<file path="config.mk">
export PLATFORM = sky130hd
export DESIGN_NAME = video_timing_meter
export DESIGN_NICKNAME = d
export VERILOG_FILES = /design/src/rtl/video_timing_meter.sv
export SDC_FILE = /design/constraint.sdc
export NUM_CORES = 1
export LEC_CHECK = 0
export CORE_AREA = 3 3 102 202
export CTS_CLUSTER_DIAMETER = 40
export CTS_CLUSTER_SIZE = 30
export DETAILED_ROUTE_END_ITERATION = 8
export DIE_AREA = 0 0 105 205
export PLACE_DENSITY = 0.76
export SLEW_MARGIN = 0
export SYNTH_ARGS = -nofsm -noshare
export SYNTH_HDL_FRONTEND = slang
export SYNTH_SLANG_ARGS = --single-unit
export TNS_END_PERCENT = 100
</file>
<file path="constraint.sdc">
create_clock -name clk -period 3.5 [get_ports clk]
set_input_delay 0.35 -clock clk [delete_from_list [all_inputs] [get_ports clk]]
set_output_delay 0.35 -clock clk [all_outputs]
set_load 0.02 [all_outputs]
</file>
<file path="src/rtl/video_timing_meter.sv">
// video_timing_meter: passive observer of a ce_pix/sync/blank raster that
// measures line and frame geometry and reports when it is stable.
module video_timing_meter #(
    parameter int HW        = 12,
    parameter int VW        = 11,
    parameter int H_TIMEOUT = 4095
) (
    input  logic          clk,
    input  logic          reset_n,
    input  logic          ce_pix,
    input  logic          h_sync,
    input  logic          v_sync,
    input  logic          h_blank,
    input  logic          v_blank,
    output logic [HW-1:0] h_total,
    output logic [HW-1:0] h_active,
    output logic [HW-1:0] h_sync_w,
    output logic [VW-1:0] v_total,
    output logic [VW-1:0] v_active,
    output logic [VW-1:0] v_sync_w,
    output logic          frame_stb,
    output logic          locked
);
    typedef enum logic [1:0] {
        SEARCH  = 2'd0,
        MEASURE = 2'd1,
        LOCKED  = 2'd2
    } state_t;

    localparam logic [HW-1:0] H_TO = HW'(H_TIMEOUT);

    // Saturating increments: counters stick at all-ones instead of wrapping.
    function automatic logic [HW-1:0] hinc(input logic [HW-1:0] v);
        return (v == '1) ? v : v + 1'b1;
    endfunction

    function automatic logic [VW-1:0] vinc(input logic [VW-1:0] v);
        return (v == '1) ? v : v + 1'b1;
    endfunction

    state_t        state_q, state_d;
    logic          hs_q, hs_d, vs_q, vs_d;
    logic [HW-1:0] pix_cnt_q, pix_cnt_d;
    logic [HW-1:0] act_cnt_q, act_cnt_d;
    logic [HW-1:0] hsw_cnt_q, hsw_cnt_d;
    logic [HW-1:0] line_total_q, line_total_d;
    logic [HW-1:0] line_hsw_q, line_hsw_d;
    logic [HW-1:0] frame_hact_q, frame_hact_d;
    logic [VW-1:0] vact_cnt_q, vact_cnt_d;
    logic [VW-1:0] line_cnt_q, line_cnt_d;
    logic [VW-1:0] vsw_cnt_q, vsw_cnt_d;
    logic [HW-1:0] h_total_q, h_total_d, h_active_q, h_active_d, h_sync_w_q, h_sync_w_d;
    logic [VW-1:0] v_total_q, v_total_d, v_active_q, v_active_d, v_sync_w_q, v_sync_w_d;
    logic          frame_stb_q, frame_stb_d;

    logic          hs_rise, vs_rise, pix_act, timeout, same;
    logic          clr_frame, latch;
    logic [HW-1:0] hact_c;
    logic [VW-1:0] vact_c;

    assign hs_rise = ce_pix & h_sync & ~hs_q;
    assign vs_rise = ce_pix & v_sync & ~vs_q;
    assign pix_act = ~h_blank & ~v_blank;
    assign timeout = (pix_cnt_q >= H_TO);

    // Frame totals with the line finishing this cycle already folded in; a
    // line that ends on a v_sync rise still belongs to the old frame.
    assign hact_c = (hs_rise && (act_cnt_q > frame_hact_q)) ? act_cnt_q : frame_hact_q;
    assign vact_c = (hs_rise && (act_cnt_q != '0)) ? vinc(vact_cnt_q) : vact_cnt_q;

    // The line started by a coincident h_sync rise is not part of the
    // finishing frame, so v_total and v_sync_w use the pre-increment counts.
    assign same = (line_total_d == h_total_q) && (line_hsw_d == h_sync_w_q) &&
                  (hact_c == h_active_q) && (line_cnt_q == v_total_q) &&
                  (vact_c == v_active_q) && (vsw_cnt_q == v_sync_w_q);

    // Per-line pixel counters and line commit on each h_sync rise.
    always_comb begin
        hs_d         = hs_q;
        vs_d         = vs_q;
        pix_cnt_d    = pix_cnt_q;
        act_cnt_d    = act_cnt_q;
        hsw_cnt_d    = hsw_cnt_q;
        line_total_d = line_total_q;
        line_hsw_d   = line_hsw_q;
        if (ce_pix) begin
            hs_d = h_sync;
            vs_d = v_sync;
            if (hs_rise) begin
                line_total_d = pix_cnt_q;
                line_hsw_d   = hsw_cnt_q;
                // current pixel is pixel 0 of the new line (h_sync is high)
                pix_cnt_d    = {{(HW-1){1'b0}}, 1'b1};
                act_cnt_d    = {{(HW-1){1'b0}}, pix_act};
                hsw_cnt_d    = {{(HW-1){1'b0}}, 1'b1};
            end else begin
                pix_cnt_d = hinc(pix_cnt_q);
                if (pix_act) act_cnt_d = hinc(act_cnt_q);
                if (h_sync)  hsw_cnt_d = hinc(hsw_cnt_q);
            end
        end
    end

    // FSM: arm on v_sync rise, latch/compare each frame, drop out on timeout.
    always_comb begin
        state_d   = state_q;
        clr_frame = 1'b0;
        latch     = 1'b0;
        if (timeout) begin
            state_d = SEARCH;
        end else if (vs_rise) begin
            clr_frame = 1'b1;
            if (state_q == SEARCH) begin
                state_d = MEASURE;
            end else begin
                latch   = 1'b1;
                state_d = same ? LOCKED : MEASURE;
            end
        end
    end

    // Frame accumulators and the registered output set.
    always_comb begin
        frame_hact_d = hact_c;
        vact_cnt_d   = vact_c;
        line_cnt_d   = hs_rise ? vinc(line_cnt_q) : line_cnt_q;
        vsw_cnt_d    = (hs_rise && v_sync) ? vinc(vsw_cnt_q) : vsw_cnt_q;
        if (clr_frame) begin
            frame_hact_d = '0;
            vact_cnt_d   = '0;
            // a coincident h_sync rise opens line 1 of the new frame, inside v_sync
            line_cnt_d   = {{(VW-1){1'b0}}, hs_rise};
            vsw_cnt_d    = {{(VW-1){1'b0}}, hs_rise};
        end
        h_total_d   = h_total_q;
        h_active_d  = h_active_q;
        h_sync_w_d  = h_sync_w_q;
        v_total_d   = v_total_q;
        v_active_d  = v_active_q;
        v_sync_w_d  = v_sync_w_q;
        frame_stb_d = latch;
        if (latch) begin
            h_total_d  = line_total_d;
            h_active_d = hact_c;
            h_sync_w_d = line_hsw_d;
            v_total_d  = line_cnt_q;
            v_active_d = vact_c;
            v_sync_w_d = vsw_cnt_q;
        end
    end

    // State register; reset discards any partial measurement.
    always_ff @(posedge clk or negedge reset_n) begin
        if (!reset_n) begin
            state_q      <= SEARCH;
            hs_q         <= 1'b0;
            vs_q         <= 1'b0;
            pix_cnt_q    <= '0;
            act_cnt_q    <= '0;
            hsw_cnt_q    <= '0;
            line_total_q <= '0;
            line_hsw_q   <= '0;
            frame_hact_q <= '0;
            vact_cnt_q   <= '0;
            line_cnt_q   <= '0;
            vsw_cnt_q    <= '0;
            h_total_q    <= '0;
            h_active_q   <= '0;
            h_sync_w_q   <= '0;
            v_total_q    <= '0;
            v_active_q   <= '0;
            v_sync_w_q   <= '0;
            frame_stb_q  <= 1'b0;
        end else begin
            state_q      <= state_d;
            hs_q         <= hs_d;
            vs_q         <= vs_d;
            pix_cnt_q    <= pix_cnt_d;
            act_cnt_q    <= act_cnt_d;
            hsw_cnt_q    <= hsw_cnt_d;
            line_total_q <= line_total_d;
            line_hsw_q   <= line_hsw_d;
            frame_hact_q <= frame_hact_d;
            vact_cnt_q   <= vact_cnt_d;
            line_cnt_q   <= line_cnt_d;
            vsw_cnt_q    <= vsw_cnt_d;
            h_total_q    <= h_total_d;
            h_active_q   <= h_active_d;
            h_sync_w_q   <= h_sync_w_d;
            v_total_q    <= v_total_d;
            v_active_q   <= v_active_d;
            v_sync_w_q   <= v_sync_w_d;
            frame_stb_q  <= frame_stb_d;
        end
    end

    assign h_total   = h_total_q;
    assign h_active  = h_active_q;
    assign h_sync_w  = h_sync_w_q;
    assign v_total   = v_total_q;
    assign v_active  = v_active_q;
    assign v_sync_w  = v_sync_w_q;
    assign frame_stb = frame_stb_q;
    assign locked    = (state_q == LOCKED);

endmodule

</file>
==> impl_metrics.csv, run 1 <==
group,metric,value,unit
synthesis,synth_edf_count,0,
detailed_routing,via_per_inst,5.63,
grt,overflow,0,
die,coreArea,19300,µm²
detailed_routing,wl_per_cell,18.6,µm
setup_path,cp_top_family,"compound AO/OA/AOI/OAI gates",
synthesis,yosysUniqueCellTypes,63,
synthesis,dominantRegCellSynth,"dfrtp_1",
cells_and_area,syn2layout_area_growth,20.0,%
pwr,clkPwrFrac,0.312,
cells_and_area,drive_above_1_share,0.0857,
setup_path,timing.rr.start,"frame_hact_q[3]",
die,initial_core_util,0.478,
pwr,irDropWorstVdd,0.325,mV
pwr,powerDensity,571,nW/µm²
clocking,cts_htree_levels,4,
sta,holdWs,0.0139,ns
pwr,intPower,4.19,mW
setup_path,max_stage_delay,0.36,ns
setup_path,crit_type,"reg -> reg",
place,post-dp-hpwl,19200,µm
pwr,finalPower,6.32,mW
die,fp.dieH,205,µm
detailed_routing,first_pass_iters,5,
place,place_inst,1335,
clocking,cts_buffers,17,
min_path,hold_path_class,"in -> async",
place,gp_congestion,0.968,
pwr,seqPwrFrac,0.417,
synthesis,synth-seq-cells,179,
grt,grt_pass1_vias,7901,
synthesis,async_flop_share,1.00,
place,placed_cell_area,10500,µm²
setup_path,endpoint_kind,"register",
clocking,cts_setup_buffers,0,
cells_and_area,fin_area,11100,µm²
setup_path,cp_common_cell,"and3_1",
synthesis,synth_most_common_cell,"dfrtp_1",
synthesis,synth_fp_nets,1026,
clocking,clock_path_buffers,2,
sta,max_freq,324,MHz
sta,setup_slack,0.417,ns
pwr,switchingPower,2.13,mW
synthesis,yosys.area.top_type,"dfrtp_1",
sta,post-route-period-util,0.881,
detailed_routing,drc,0,
place,numPortBuffers,77,
run,cap_violations,0,
setup_path,rrSetupSlack,0.42,ns
setup_path,cp_num_buf_inv,2,
clocking,worstSkewPairLatency,0.44,ns
detailed_routing,ant_nets,0,
synthesis,synth.top_cells.by_area,"dfrtp_1 (49%), nand2_1 (6.1%), xnor2_1 (4.7%)",
run_status,status,"finished clean",
clocking,post_cts_resized,0,
sta,drv_slew,0,
clocking,clock_sinks,179,
sta,hold_viol,0,
die,ios,78,
pwr,combPwrFrac,0.271,
synthesis,synth.yosys.seq_area_share,0.486,
sta,slew_headroom,0.405,
sta,setup_tns,0,ns
grt,grt_usage,0.244,
sta,skew,0.0103,ns
synthesis,synth.top_cells.by_count,"dfrtp_1 (179), nand2_1 (151), nor2_1 (105)",
pwr,swShare,0.337,
sta,grt_setup_unrepaired,"false",
setup_path,critPathMaxFanout,7,
setup_path,critPathSlowestCell,"dfrtp_1",
synthesis,syn_area,9220,µm²
setup_path,timing.rr.end,"state_q[0]",
grt,antenna_found_initial,0,
cells_and_area,fill_cells,1753,
sta,setup_violations,0,
clocking,ctsHoldBuffers,0,
clocking,cts_tree,"yes",
synthesis,yosys_warnings,0,
clocking,ctsRootBufferMaster,"clkbuf_16",
sta,period_needed,3.08,ns
die,design.die.area,21500,µm²
setup_path,worstPathRequired,3.81,ns
cells_and_area,final_util,0.574,
setup_path,cp.arrival,3.39,ns
die,die_x,105,µm
detailed_routing,drtIter0Drc,400,
sta,worstMarginPinSlew,0.893,ns
detailed_routing,vias,7703,
grt,grt_pass1_wl,40900,µm
clocking,clkTransAtPathRegs,0.07,ns
grt,grt_max_degree,96,
setup_path,ff2ff_path_depth,12,
cells_and_area,antenna_cells,0,
pwr,cellLeakagePower,5.08,nW
synthesis,synth_area_per_cell,9.22,µm²
setup_path,path_cells,"inv_1, ha_1, and3_1, nor2b_1, o31ai_1, o211ai_1, buf_4, and3_1, o21ai_0, o2111ai_1, nor4_2, a31oi_1",
setup_path,cp-start-kind,"register",
die,core.rowCount,72,
detailed_routing,drt-total-wl,25400,µm
synthesis,synth_top_area_share,0.486,
cells_and_area,instances_no_fill,1367,
cells_and_area,final_nets,1121,
place,pre_cts_slack,0.0585,ns
synthesis,synthCells,1000,
-- worst max-delay path by stage --
stage / from / endpoint / slack [ns] / cells after the start
after floorplan: act_cnt_q[10] / state_q[0] / 0.83 / 9
after global placement: h_sync / state_q[0] / 0.13 / 10
after detailed placement: h_sync / state_q[0] / 0.06 / 10
after CTS: act_cnt_q[1] / state_q[0] / 0.44 / 11
after global routing: act_cnt_q[1] / state_q[0] / 0.24 / 11
final: frame_hact_q[3] / state_q[0] / 0.42 / 12
-- area by class of cell --
class                      count  area [µm²]  share of cell area
clock buffer                  18         429              0.0388
clock inverter                14         174              0.0157
inverter                      62         233              0.0210
multi-input combinational    719        4330               0.392
sequential                   179        4480               0.405
tap                          259         324              0.0293
timing repair buffer         116        1090              0.0985
-- logic make-up after synthesis --
group           Yosys count  synth area share
compound gates          185             0.123
xor+xnor                 98            0.0931
fa+ha+maj                19            0.0258
buf+inv                 102            0.0453
flops                   179             0.486
mux                      30            0.0345
simple gates            387             0.192
-- layout by cell type (no fill, tap or decap), drive strengths merged, types with 11 or more instances in the layout --
cell	n
a21oi	49
clkbuf	18
nand3	32
nor2	105
o21ai	72
nand2	151
buf	40
xnor2	49
nand4	23
ha	19
xor2	49
mux2i	19
clkdlybuf4s50	76
nor3	15
dfrtp	179
inv	67
or3	16
mux2	11
-- power groups by stage --
stage          sequential (mW)  combinational (mW)  clock [mW]
2_1_floorplan             2.71               0.898           0
3_3_place_gp              2.66                1.68           0
3_5_place_dp              2.66                1.71           0
4_1_cts                   2.63                1.72        2.00
5_1_grt                   2.66                1.86        2.09
6_report                  2.63                1.71        1.97
-- metal layers --
| metal | vias to the layer above | share of wire | track usage |
|---|---|---|---|
| met1 | 3731 | 0.34 | 0.252 |
| met5 | - | 0 | 0 |
| met4 | 0 | 0.074 | 0.179 |
| met2 | 249 | 0.54 | 0.447 |
| li1 | 3615 | - | - |
| met3 | 108 | 0.038 | 0.0306 |
No activity file was read; power rests on OpenSTA's default activity.
==> inputs of run 2 (changes only) <==
--- a/config.mk
+++ b/config.mk
@@ -6,7 +6,6 @@
 export NUM_CORES = 1
 export LEC_CHECK = 0
 export CORE_AREA = 3 3 102 202
-export CTS_CLUSTER_DIAMETER = 40
 export CTS_CLUSTER_SIZE = 30
 export DETAILED_ROUTE_END_ITERATION = 8
 export DIE_AREA = 0 0 105 205
==> constraint.sdc (replaced) <==
create_clock -name clk -period 3.5 [get_ports clk]
set_input_delay 0.35 -clock clk [delete_from_list [all_inputs] [get_ports clk]]
set_output_delay 0.35 -clock clk [all_outputs]
set_load 0.01 [all_outputs]
==> results of run 2 <==
Same layout as run 1 (identical final DEF). Status: finished clean.
Among the figures that moved: total power 6.32 mW -> 6.23 mW; worst IR drop on VDD 0.325 mV -> 0.323 mV
==> inputs of run 3 (changes only) <==
--- a/config.mk
+++ b/config.mk
@@ -6,7 +6,7 @@
 export NUM_CORES = 1
 export LEC_CHECK = 0
 export CORE_AREA = 3 3 102 202
-export CTS_CLUSTER_SIZE = 30
+export CTS_CLUSTER_SIZE = 14
 export DETAILED_ROUTE_END_ITERATION = 8
 export DIE_AREA = 0 0 105 205
 export PLACE_DENSITY = 0.76
==> results of run 3 <==
Same layout as run 1 (identical final DEF). Status: finished clean.
Among the figures that moved: total power 6.32 mW -> 6.23 mW; worst IR drop on VDD 0.325 mV -> 0.323 mV
